==> config.mk <==
export PLATFORM = sky130hd
export DESIGN_NAME = decode_stage
export DESIGN_NICKNAME = d
export VERILOG_FILES = /design/src/rtl/decode_stage.sv
export SDC_FILE = /design/constraint.sdc
export NUM_CORES = 1
export LEC_CHECK = 0
export ABC_AREA = 1
export ABC_CLOCK_PERIOD_IN_PS = 4100
export BUFFER_PORTS_ARGS = -buffer_cell sky130_fd_sc_hd__buf_2
export CELL_PAD_IN_SITES_DETAIL_PLACEMENT = 0
export CELL_PAD_IN_SITES_GLOBAL_PLACEMENT = 1
export CORE_MARGIN = 4
export CORE_UTILIZATION = 38
export DETAILED_ROUTE_END_ITERATION = 12
export PLACE_DENSITY_LB_ADDON = 0.1
export SLEW_MARGIN = 40
export SYNTH_ARGS = -nofsm -noshare
export SYNTH_HDL_FRONTEND = slang
export SYNTH_SLANG_ARGS = --single-unit
==> constraint.sdc <==
create_clock -name clk -period 4.1 [get_ports clk]
set_clock_uncertainty 0.2 [all_clocks]
set_input_delay 0.82 -clock clk [delete_from_list [all_inputs] [get_ports clk]]
set_output_delay 0.82 -clock clk [all_outputs]
set_load 0.01 [all_outputs]
==> src/rtl/decode_stage.sv <==
// Registered instruction-decode stage for the accumulator CPU.
// Decodes one instruction per cycle into datapath controls behind a
// valid/ready pipeline register. A per-accumulator flag-age counter holds
// conditional branches until their flags have settled. A squash counter
// drops wrong-path instructions after a taken branch or jump.
module decode_stage #(
    parameter int NACC     = 2,
    parameter int OPND_W   = 9,
    parameter int FLAG_LAT = 2,
    parameter int SQUASH   = 1,
    // Derived; leave at their defaults.
    parameter int ACC_W    = $clog2(NACC),
    parameter int INSN_W   = 6 + ACC_W + OPND_W
) (
    input  logic              clk,
    input  logic              reset,
    input  logic [INSN_W-1:0] in,
    input  logic              in_valid,
    output logic              in_ready,
    input  logic [3*NACC-1:0] flags,
    output logic              out_valid,
    input  logic              out_ready,
    output logic [2*NACC-1:0] selAcc,
    output logic [2:0]        aluFunc,
    output logic              srcImm,
    output logic [ACC_W-1:0]  accIdx,
    output logic              wrEnable,
    output logic              jmpEnable,
    output logic              branchEnable,
    output logic              illegal,
    output logic [OPND_W-1:0] operand
);

    // Instruction fields
    logic [5:0]        opc;
    logic [1:0]        opc_grp;
    logic              opc_src;
    logic [2:0]        opc_func;
    logic [ACC_W-1:0]  acc_f;
    logic [OPND_W-1:0] opd_f;

    assign opc      = in[INSN_W-1 -: 6];
    assign opc_grp  = opc[5:4];
    assign opc_src  = opc[3];
    assign opc_func = opc[2:0];
    assign acc_f    = in[OPND_W +: ACC_W];
    assign opd_f    = in[OPND_W-1:0];

    // State
    logic [2:0]        fcnt_reg [NACC];
    logic [1:0]        scnt_reg;
    logic              out_valid_reg;
    logic [2*NACC-1:0] sel_acc_reg;
    logic [2:0]        alu_func_reg;
    logic              src_imm_reg;
    logic [ACC_W-1:0]  acc_idx_reg;
    logic              wr_en_reg;
    logic              jmp_en_reg;
    logic              br_en_reg;
    logic              illegal_reg;
    logic [OPND_W-1:0] operand_reg;

    // Decode results
    logic [1:0]        dec_code;
    logic [2:0]        dec_alu;
    logic              dec_src;
    logic              dec_wr;
    logic              dec_jmp;
    logic              dec_is_br;
    logic              dec_cond;
    logic              dec_ill;
    logic [2*NACC-1:0] dec_sel_vec;
    logic [2:0]        cur_flags;
    logic [2:0]        cur_fcnt;

    // Handshake
    logic advance;
    logic stall;
    logic accept;
    logic squash;
    logic live;
    logic writes_flags;

    // Select the flags and flag-age counter of the addressed accumulator
    always_comb begin
        cur_flags = 3'b000;
        cur_fcnt  = 3'b000;
        for (int k = 0; k < NACC; k++) begin
            if (acc_f == ACC_W'(k)) begin
                cur_flags = flags[3*k +: 3];
                cur_fcnt  = fcnt_reg[k];
            end
        end
    end

    // Opcode decode; unknown codes become NOP with illegal set
    always_comb begin
        dec_code  = 2'b00;
        dec_alu   = 3'b000;
        dec_src   = 1'b0;
        dec_wr    = 1'b0;
        dec_jmp   = 1'b0;
        dec_is_br = 1'b0;
        dec_cond  = 1'b0;
        dec_ill   = 1'b0;
        case (opc_grp)
            2'b00: dec_ill = (opc[3:0] != 4'b0000);
            2'b01: begin
                if (opc_func == 3'b000)      dec_code = opc_src ? 2'b01 : 2'b11;
                else if (opc_func == 3'b001) dec_wr   = 1'b1;
                else                         dec_ill  = 1'b1;
            end
            2'b10: begin
                if (opc_func <= 3'b101) begin
                    dec_code = 2'b10;
                    dec_alu  = opc_func;
                    dec_src  = opc_src;
                end else begin
                    dec_ill = 1'b1;
                end
            end
            default: begin
                case (opc[3:0])
                    4'b0000: dec_jmp = 1'b1;
                    4'b0001: begin dec_is_br = 1'b1; dec_cond =  cur_flags[2]; end
                    4'b0010: begin dec_is_br = 1'b1; dec_cond = !cur_flags[2]; end
                    4'b0011: begin dec_is_br = 1'b1; dec_cond =  cur_flags[1]; end
                    4'b0100: begin dec_is_br = 1'b1; dec_cond = !cur_flags[1]; end
                    4'b0101: begin dec_is_br = 1'b1; dec_cond =  cur_flags[0]; end
                    4'b0110: begin dec_is_br = 1'b1; dec_cond = !cur_flags[0]; end
                    default: dec_ill = 1'b1;
                endcase
            end
        endcase
    end

    // Route the load code onto the addressed accumulator's selAcc pair
    for (genvar gi = 0; gi < NACC; gi++) begin : g_sel
        assign dec_sel_vec[2*gi +: 2] = (acc_f == ACC_W'(gi)) ? dec_code : 2'b00;
    end

    assign writes_flags = (dec_code != 2'b00);
    assign squash       = (scnt_reg != 2'd0);
    assign advance      = !out_valid_reg || out_ready;
    // Squashed branches never execute, so they never need to wait for flags
    assign stall        = in_valid && dec_is_br && !squash && (cur_fcnt != 3'd0);
    assign in_ready     = advance && !stall && !reset;
    assign accept       = in_valid && in_ready;
    assign live         = accept && !squash;

    // Per-accumulator flag-age counters; a fresh load overrides the countdown
    for (genvar gi = 0; gi < NACC; gi++) begin : g_fcnt
        always_ff @(posedge clk) begin
            if (reset) begin
                fcnt_reg[gi] <= 3'd0;
            end else if (live && writes_flags && (acc_f == ACC_W'(gi))) begin
                fcnt_reg[gi] <= 3'(FLAG_LAT);
            end else if (fcnt_reg[gi] != 3'd0) begin
                fcnt_reg[gi] <= fcnt_reg[gi] - 3'd1;
            end
        end
    end

    // Squash counter: armed by a live JMP or taken branch, spent per accepted insn
    always_ff @(posedge clk) begin
        if (reset) begin
            scnt_reg <= 2'd0;
        end else if (accept) begin
            if (squash)
                scnt_reg <= scnt_reg - 2'd1;
            else if (dec_jmp || (dec_is_br && dec_cond))
                scnt_reg <= 2'(SQUASH);
        end
    end

    // Output pipeline register; everything reads zero while not valid
    always_ff @(posedge clk) begin
        if (reset) begin
            out_valid_reg <= 1'b0;
            sel_acc_reg   <= '0;
            alu_func_reg  <= 3'b000;
            src_imm_reg   <= 1'b0;
            acc_idx_reg   <= '0;
            wr_en_reg     <= 1'b0;
            jmp_en_reg    <= 1'b0;
            br_en_reg     <= 1'b0;
            illegal_reg   <= 1'b0;
            operand_reg   <= '0;
        end else if (advance) begin
            out_valid_reg <= live;
            if (live) begin
                sel_acc_reg  <= dec_sel_vec;
                alu_func_reg <= dec_alu;
                src_imm_reg  <= dec_src;
                acc_idx_reg  <= acc_f;
                wr_en_reg    <= dec_wr;
                jmp_en_reg   <= dec_jmp;
                br_en_reg    <= dec_is_br && dec_cond;
                illegal_reg  <= dec_ill;
                operand_reg  <= opd_f;
            end else begin
                sel_acc_reg  <= '0;
                alu_func_reg <= 3'b000;
                src_imm_reg  <= 1'b0;
                acc_idx_reg  <= '0;
                wr_en_reg    <= 1'b0;
                jmp_en_reg   <= 1'b0;
                br_en_reg    <= 1'b0;
                illegal_reg  <= 1'b0;
                operand_reg  <= '0;
            end
        end
    end

    assign out_valid    = out_valid_reg;
    assign selAcc       = sel_acc_reg;
    assign aluFunc      = alu_func_reg;
    assign srcImm       = src_imm_reg;
    assign accIdx       = acc_idx_reg;
    assign wrEnable     = wr_en_reg;
    assign jmpEnable    = jmp_en_reg;
    assign branchEnable = br_en_reg;
    assign illegal      = illegal_reg;
    assign operand      = operand_reg;

endmodule

Word level (Yosys, flattened, before mapping)
Memories as Yosys holds them, arrays and structs flattened. Cells that the tools add are included. W data, S select, Z words.

Flip-flop bits (word level): 25. RAM bits: 6. Logic and storage cells: 121. Memories kept: 1.

$add $sub $neg: 3. Magnitude comparators: 1. Equal/unequal tests: 9. Mux-type cells: 57. Bitwise gates (word level): 5. Reduce and logical (&&, ||, !) cells: 34.

Memory list: fcnt_reg (depth 2, bits a word 3, read ports 2, clocked after Yosys merged registers in 0, write ports 2, RTL line 50) `logic [2:0] fcnt_reg [NACC];`.

Operator list (number): $mux W1 (36); $mux W3 (9); $mux W2 (7); $eq A4 B3 Y1 const B (3); $logic_and A1 B1 Y1 (11); $mux W9 (1); $reduce_bool A3 Y1 (3); $eq A4 B2 Y1 const B (2); $logic_not A1 Y1 (7); $reduce_or A7 Y1 (1); $pmux W1 S6 (1); $reduce_bool A2 Y1 (3); $reduce_or A6 Y1 (1); $sub A3 B1 Y3 const B (2); $eq A4 B1 Y1 const B (1); $logic_not A4 Y1 (1); $mux W4 (1); $or A1 B1 Y1 (4); $pmux W2 S2 (1); $reduce_bool A4 Y1 (1); $eq A3 B1 Y1 const B (1); $le A3 B3 Y1 const B (1); $logic_not A3 Y1 (1); $pmux W1 S3 (1); other kinds (8) (9).

Longest topological paths before layout
Gate-level depths: netlist of the first run.

Depth after elaboration: 19. Mapped depth: 12.

Least setup slack after synthesis of the first run
OpenSTA, ideal clock, no wires.

Path type: input-to-output. Start: input port in[12]. End: output port in_ready. Arrival time: 1650 ps. Required time: 3080 ps. Slack: 1430 ps. Stages: 8. Buffers on the path: 2. Path through: buf_4 -> nor2_2 -> nand2_1 -> nand2_1 -> nand2_1 -> nor2_2 -> nor2_4 -> buf_4.

Longest elaborated chain between the ends: 10. Elaborated cells on any way between the ends: 15. Classes of those cells: 6 x eq/ne; 2 x mux; 7 x reduce/logical.

RTL lines: from (decl) (RTL line 17) `input logic [INSN_W-1:0] in,`; $eq A4 B3 Y1 (tied with other cells) (RTL line 123) `case (opc[3:0])`; $reduce_or A6 Y1 (no line) *; $mux W1 * (RTL line 123); $mux W1 * (RTL line 106) `case (opc_grp)`; $logic_and A1 B1 Y1 * (3 in a row) (RTL line 146) `assign stall = in_valid && dec_is_br && !squash && (cur_fcnt != 3'd0);`; $logic_not A1 Y1 * (RTL line 147) `assign in_ready = advance && !stall && !reset;`; $logic_and A1 B1 Y1 * (2 in a row) (RTL line 147); to (decl) (RTL line 19) `output logic in_ready,`.

Mark *: on every way between the ends. The rest lies on a longest branch, timed or not.

Final worst setup path of the first run
Start: input port in_valid. End: output port in_ready.

Longest elaborated chain between the ends: 6.

RTL lines: from (decl) (RTL line 18) `input logic in_valid,`; $logic_and A1 B1 Y1 (3 in a row) (RTL line 146); $logic_not A1 Y1 (RTL line 147); $logic_and A1 B1 Y1 (2 in a row) (RTL line 147).

Every way passes these cells.

==> results of run 1 <==
==> area by class of cell <==
cell class | instances | area [µm²]
clock inverter | 2 | 35.03
timing repair buffer | 52 | 267.8
clock buffer | 6 | 82.58
multi-input combinational | 175 | 877.1
sequential | 31 | 680.7
fill | 478 | 2256
tap | 52 | 65.06
inverter | 32 | 120.1
==> cells by family (layout without fill, tap and decap cells) <==
family,after synthesis,after routing
AND/OR/NAND/NOR,133,133
buffers and inverters,42,92
AO/OA/AOI/OAI,32,32
flip-flops,31,31
adder cells (fa/ha/maj),9,9
XOR/XNOR,1,1
==> stage by stage <==
| step | worst slack, ns | util | hold slack (ns) |
|---|---|---|---|
| 6_report | 1.103 | 0.4854 | 0.2618 |
| 3_5_place_dp | 1.103 | 0.4586 | 0.2537 |
| 2_1_floorplan | 1.430 | - | 0.2882 |
| 3_3_place_gp | 1.126 | 0.4586 | 0.2495 |
| 4_1_cts | 1.102 | 0.4854 | 0.2645 |
| 5_1_grt | 0.9971 | 0.4854 | 0.2774 |
==> worst register-to-register path: cells and delay by family (launching register included) <==
kind                   cells  cell delay (ns)
buffers and inverters      4             0.56
flip-flops                 1             0.31
AND/OR/NAND/NOR            5             0.72
==> placed cells by master, fill, tap and decap left out, drive strengths merged <==
cell type	synthesis	routed
nor2	30	30
ha	9	9
o21ai	3	3
or2	2	2
o21a	1	1
nand2	69	69
bufinv	0	1
inv	32	32
edfxtp	6	6
nand4	8	8
o211ai	1	1
xnor2	1	1
clkbuf	4	6
nor3	1	1
nand3	23	23
a21oi	27	27
clkinv	0	1
dfxtp	25	25
buf	6	52
==> worst max-delay path by stage <==
stage	startpoint	endpoint	slack [ns]	depth (start not counted)
after floorplan	in[12]	in_ready	1.43	8
after global placement	in_valid	in_ready	1.13	9
after detailed placement	in_valid	in_ready	1.10	9
after CTS	in_valid	in_ready	1.10	9
after global routing	in[12]	in_ready	1.0	10
final	in_valid	in_ready	1.10	9
==> metal layers <==
layer / track usage / share of wire / vias up
li1: - / - / 887
met1: 0.2011 / 0.48 / 737
met2: 0.2512 / 0.44 / 47
met3: 0.03562 / 0.062 / 8
met4: 0.06408 / 0.020 / 0
met5: 0 / 0 / -
==> cells in the mapped netlist <==
cell / instances
nor3_4: 1
edfxtp_1: 6
or2_2: 2
o211ai_1: 1
clkbuf_1: 4
nor2_1: 26
ha_1: 9
nand4_1: 8
nand2_1: 69
nor2_2: 3
nand3_1: 21
buf_2: 3
inv_1: 30
nand3_2: 2
dfxtp_1: 25
o21a_1: 1
o21ai_0: 3
nor2_4: 1
inv_2: 2
a21oi_1: 27
buf_4: 3
xnor2_1: 1
==> power breakdown <==
group | total, W | internal (W) | leakage (nW) | switching, W
Clock | 0.000309 | 0.000196 | 0.0612 | 0.000112
Sequential | 0.000373 | 0.000354 | 0.269 | 0.0000185
Combinational | 0.000210 | 0.0000878 | 0.729 | 0.000122
==> impl_metrics.yaml, run 1 <==
timing:
  slew-limit-headroom: 0.6500
  setup_viol: 0
  tightest_slew_ns: 0.5249
  rsz0062_at_grt: "no"
  fmax_mhz: 333.7
  slew_violations: 0
  period_minus_slack_ns: 2.997
  post-route-period-util: 0.7309
  fin_tns_setup_ns: 0
  hold_viol_final: 0
status:
  status: "finished, final reports clean"
setup_path:
  crit_type: "input pin to output port"
  rrSetupSlack_ns: 2.00
  startpoint_type: "input pin"
  crit_chain: "buf_2, inv_1, nor3_4, buf_4, nand3_2, nor2_2, nor2_4, buf_4, buf_2"
  path_max_fanout: 18
  timing.critical_path.buf_inv: 5
  required_ns: 3.08
  crit_family: "buffers and inverters"
  r2r_start: "out_valid"
  crit_slowest_cell: "buf_4"
  r2r_cells: 9
  rr_endpoint: "fcnt_reg[1][2]"
  max_stage_delay_ns: 0.25
  worstPathArrival_ns: 1.98
  crit_path_end_kind: "output port"
grt:
  grt_use_total: 0.1559
  grt_pass1_wl_mm: 6.775
  grt_pass1_vias: 1541
  antenna_found_initial: 0
  grt_max_degree: 29
  overflow: 0
synth:
  ys_top_cells_by_area: "dfxtp_1 29%, nand2_1 15%, edfxtp_1 10%, a21oi_1 7.8%, ha_1 6.5%"
  ys_ff_latch: 31
  syn_area_mm2: 0.001730
  ys_warn_count: 0
  yosys.area_share.simple: 0.3413
  synth_mux_area_frac: 0
  synth_top_area_share: 0.2892
  synth_compound_area_frac: 0.09544
  synthXorXnorAreaFrac: 0.005061
  yosysTopAreaCell: "dfxtp_1"
  syn_inst: 248
  synth_top_family_by_area: "simple AND/OR/NAND/NOR gates"
  synthAdderAreaFrac: 0.06508
  synth_nets: 283
  ys_seq_area_frac: 0.3933
  synth_cell_types: 22
  synth.avg_cell_area_um2: 6.977
clocking:
  cts_buffers: 5
  cts_sinks: 31
  clk_pin_slew_ns: 0.06
  cts_resized: 0
  holdBufCountCts: 0
  tritoncts: "built"
  cts_buffer_depth: 2
  cts.root.buffer_cell: "clkbuf_8"
  cts_max_level: 2
  cts_setup_buffers: 0
  clk_latency_ns: 0.28
min_path:
  hold_depth: 2
  min_to: "operand[6]"
  min_from: "operand[6]"
  hp-class: "flop to flop"
floorplan:
  fp-row-count: 24
  die_h_um: 75.48
  die_w_um: 75.48
  die-area_mm2: 0.005697
  boundaryPins: 50
  coreArea_mm2: 0.004384
  start_util: 0.3947
place:
  dp_hpwl_mm: 3.113
  dpl_cell_area_mm2: 0.002011
  place_congestion: 0.9149
  numPortBuffers: 49
  dp_cells: 342
finish:
  largest_reg_flops: 9
  stdcell_area_mm2: 0.002128
  nets: 332
  antenna_cells: 0
  areaGrowthSynthToFinish_pct: 22.99
  instances_no_fill: 350
  drive_gt1_frac: 0.2383
job:
  drv_cap: 0
routing:
  drcViolationCount: 0
  routedWlPerCell_um: 11.79
  vias: 1679
  ant_nets: 0
  drtIter0Drc: 78
  routed_wl_mm: 4.126
  viasPerCell: 4.797
  drt_pass1_iterations: 5
power_and_ir_drop:
  p_per_area_mw_per_mm2: 418.8
  ir_worst_vdd_mv: 0.1498
  finalPower_w: 0.0008914
  leakage_nw: 1.059
Power figures use the tool's default switching activity.
==> run 2, diff against run 1 <==
Settings changed: ABC_AREA 1 to 0, ABC_CLOCK_PERIOD_IN_PS 4100 to 2500, CORE_UTILIZATION 38 to 34.
Clock period 4.1 ns to 2.5 ns, I/O delays scaled along.
==> run 2 against run 1 <==
Clock power increased by 51%. Largest power group unchanged. Core utilization decreased by 2.9 points. Wire length decreased by 4.8%. Area after synthesis down 7.7%. Worst hold slack got worse by 0.035 ns. Register-to-register slack worse by 1.4 ns. Synthesized cell count shrank 34%.
==> impl_metrics.yaml, run 2 <==
clocking:
  cts_max_level: 2
  holdBufCountCts: 0
  clk_latency_ns: 0.28
  cts_buffers: 5
  cts_buffer_depth: 2
  cts.root.buffer_cell: "clkbuf_8"
  tritoncts: "built"
  cts_sinks: 31
  clk_pin_slew_ns: 0.06
setup_path:
  crit_slowest_cell: "and4_1"
  crit_type: "input pin to output port"
  path_max_fanout: 4
  crit_chain: "buf_2, ha_1, nand2b_1, nor3_2, and4_1, nor3_1, buf_2"
  crit_family: "simple AND/OR/NAND/NOR gates"
  max_stage_delay_ns: 0.25
  startpoint_type: "input pin"
  required_ns: 1.80
  crit_path_end_kind: "output port"
  crit_top_cell: "buf_2"
  timing.critical_path.buf_inv: 2
  worstPathArrival_ns: 1.67
routing:
  routed_wl_mm: 3.930
  viasPerCell: 5.367
  drt_pass1_iterations: 4
  drtIter0Drc: 40
  ant_nets: 0
  drcViolationCount: 0
  vias: 1449
  routedWlPerCell_um: 14.56
floorplan:
  die_h_um: 76.55
  die_w_um: 76.55
  die-area_mm2: 0.005860
  coreArea_mm2: 0.004444
  boundaryPins: 50
  fp-row-count: 24
  start_util: 0.3595
finish:
  antenna_cells: 0
  areaGrowthSynthToFinish_pct: 27.02
  largest_reg_flops: 9
  stdcell_area_mm2: 0.002029
  final_cell_mix: "49 x buf_2, 25 x dfxtp_1, 15 x nor2_1, 15 x a22o_1"
  nets: 252
  drive_gt1_frac: 0.3211
  final_common_cell: "buf_2"
synth:
  synth_edf_count: 6
  synth_top_area_share: 0.3132
  ys_top_cells_by_area: "dfxtp_1 31%, edfxtp_1 11%, a22o_1 8.2%, ha_1 7.0%, a32o_1 5.0%"
  ys_warn_count: 0
  yosys_most_used_dff: "dfxtp_1"
  async_reset_ff_frac: 0
  synth_cell_types: 39
  synth.most_common_cell: "dfxtp_1"
  ys_seq_area_frac: 0.4260
  synth_nets: 198
  syn_inst: 163
  synth.avg_cell_area_um2: 9.802
  syn_area_mm2: 0.001598
  ys_ff_latch: 31
  yosysTopAreaCell: "dfxtp_1"
  synthTopCellsByCount: "25 x dfxtp_1, 15 x a22o_1, 15 x nor2_1"
timing:
  whs_ns: 0.2264
  fmax_mhz: 421.5
  tightest_slew_ns: 0.4348
  period_minus_slack_ns: 2.372
  slew_violations: 0
  setup_viol: 0
  slew-limit-headroom: 0.7075
  post-route-period-util: 0.9490
  fin_tns_setup_ns: 0
  rsz0062_at_grt: "no"
  hold_viol_final: 0
power_and_ir_drop:
  p_per_area_mw_per_mm2: 714.6
  ir_worst_vdd_mv: 0.1710
  leakage_nw: 0.9609
  finalPower_w: 0.001450
grt:
  antenna_found_initial: 0
  grt_pass1_vias: 1462
  grt_max_degree: 23
  overflow: 0
  grt_pass1_wl_mm: 6.630
  grt_use_total: 0.1393
min_path:
  hp-class: "input pin to flop"
place:
  numPortBuffers: 49
  dpl_cell_area_mm2: 0.001906
  place_congestion: 0.8542
  dp_hpwl_mm: 3.119
status:
  status: "finished, final reports clean"
job:
  drv_cap: 0
==> run 2: cell families after synthesis <==
| group | synth area share |
|---|---|
| muxes | 0.04698 |
| and+or+nand+nor | 0.2036 |
| buffers and inverters | 0.06029 |
| adders and majority gates | 0.07048 |
| AOI/OAI and AO/OA | 0.1927 |
| DFF | 0.4260 |
==> run 2: stage by stage <==
| step | util | cells | worst slack (ns) |
|---|---|---|---|
| 2_1_floorplan | - | 163 | 0.3883 |
| 3_3_place_gp | 0.4288 | 262 | 0.1489 |
| 3_5_place_dp | 0.4288 | 262 | 0.1302 |
| 4_1_cts | 0.4552 | 270 | 0.09722 |
| 5_1_grt | 0.4566 | 270 | 0.02820 |
| 6_report | 0.4566 | 270 | 0.1275 |
==> run 2: final timing paths <==
path                  startpoint    endpoint  slack [ns]  cells past startpoint
setup / recovery          in[14]    in_ready        0.13                      7
hold / removal             in[2]  operand[2]        0.23                      2
setup reg to reg  fcnt_reg[1][0]   selAcc[2]        0.63                      5
hold reg to reg         wrEnable    wrEnable        0.25                      2
==> run 2: layout make-up <==
type / instances / area, µm²
fillers: 451 / 2415
multi-input cells: 113 / 832.0
flip-flops and latches: 31 / 680.7
repair buffers: 57 / 305.3
clock buffers: 7 / 107.6
well taps: 52 / 65.06
inverters: 9 / 33.78
clock inverters: 1 / 5.005
==> run 2: timing repair <==
item                                    in CTS  in global routing
endpoints found under the setup margin       1                  1
cloned                                       0                  0
resized for setup                            1                  1
endpoints found under the hold margin        0                  0
buffers inserted                             0                  0
==> run 2: worst register-to-register path, cell delays in order (launching register included) <==
cell      delay (ns)
edfxtp_1        0.44
nor3_4          0.25
a21oi_1         0.11
a21oi_1         0.35
buf_4           0.29
a32o_1          0.18
==> run 2: where the power goes <==
part	switching (W)	internal [W]
Combinational	0.000198	0.000156
Sequential	0.0000428	0.000585
Clock	0.000186	0.000282
Total	0.000427	0.00102
==> run 2: layer usage <==
layer | part of all wire | vias to the layer above | track usage
li1 | - | 713 | -
met1 | 0.45 | 684 | 0.1643
met2 | 0.49 | 45 | 0.2364
met3 | 0.049 | 7 | 0.04610
met4 | 0.013 | 0 | 0.04710
met5 | 0 | - | 0
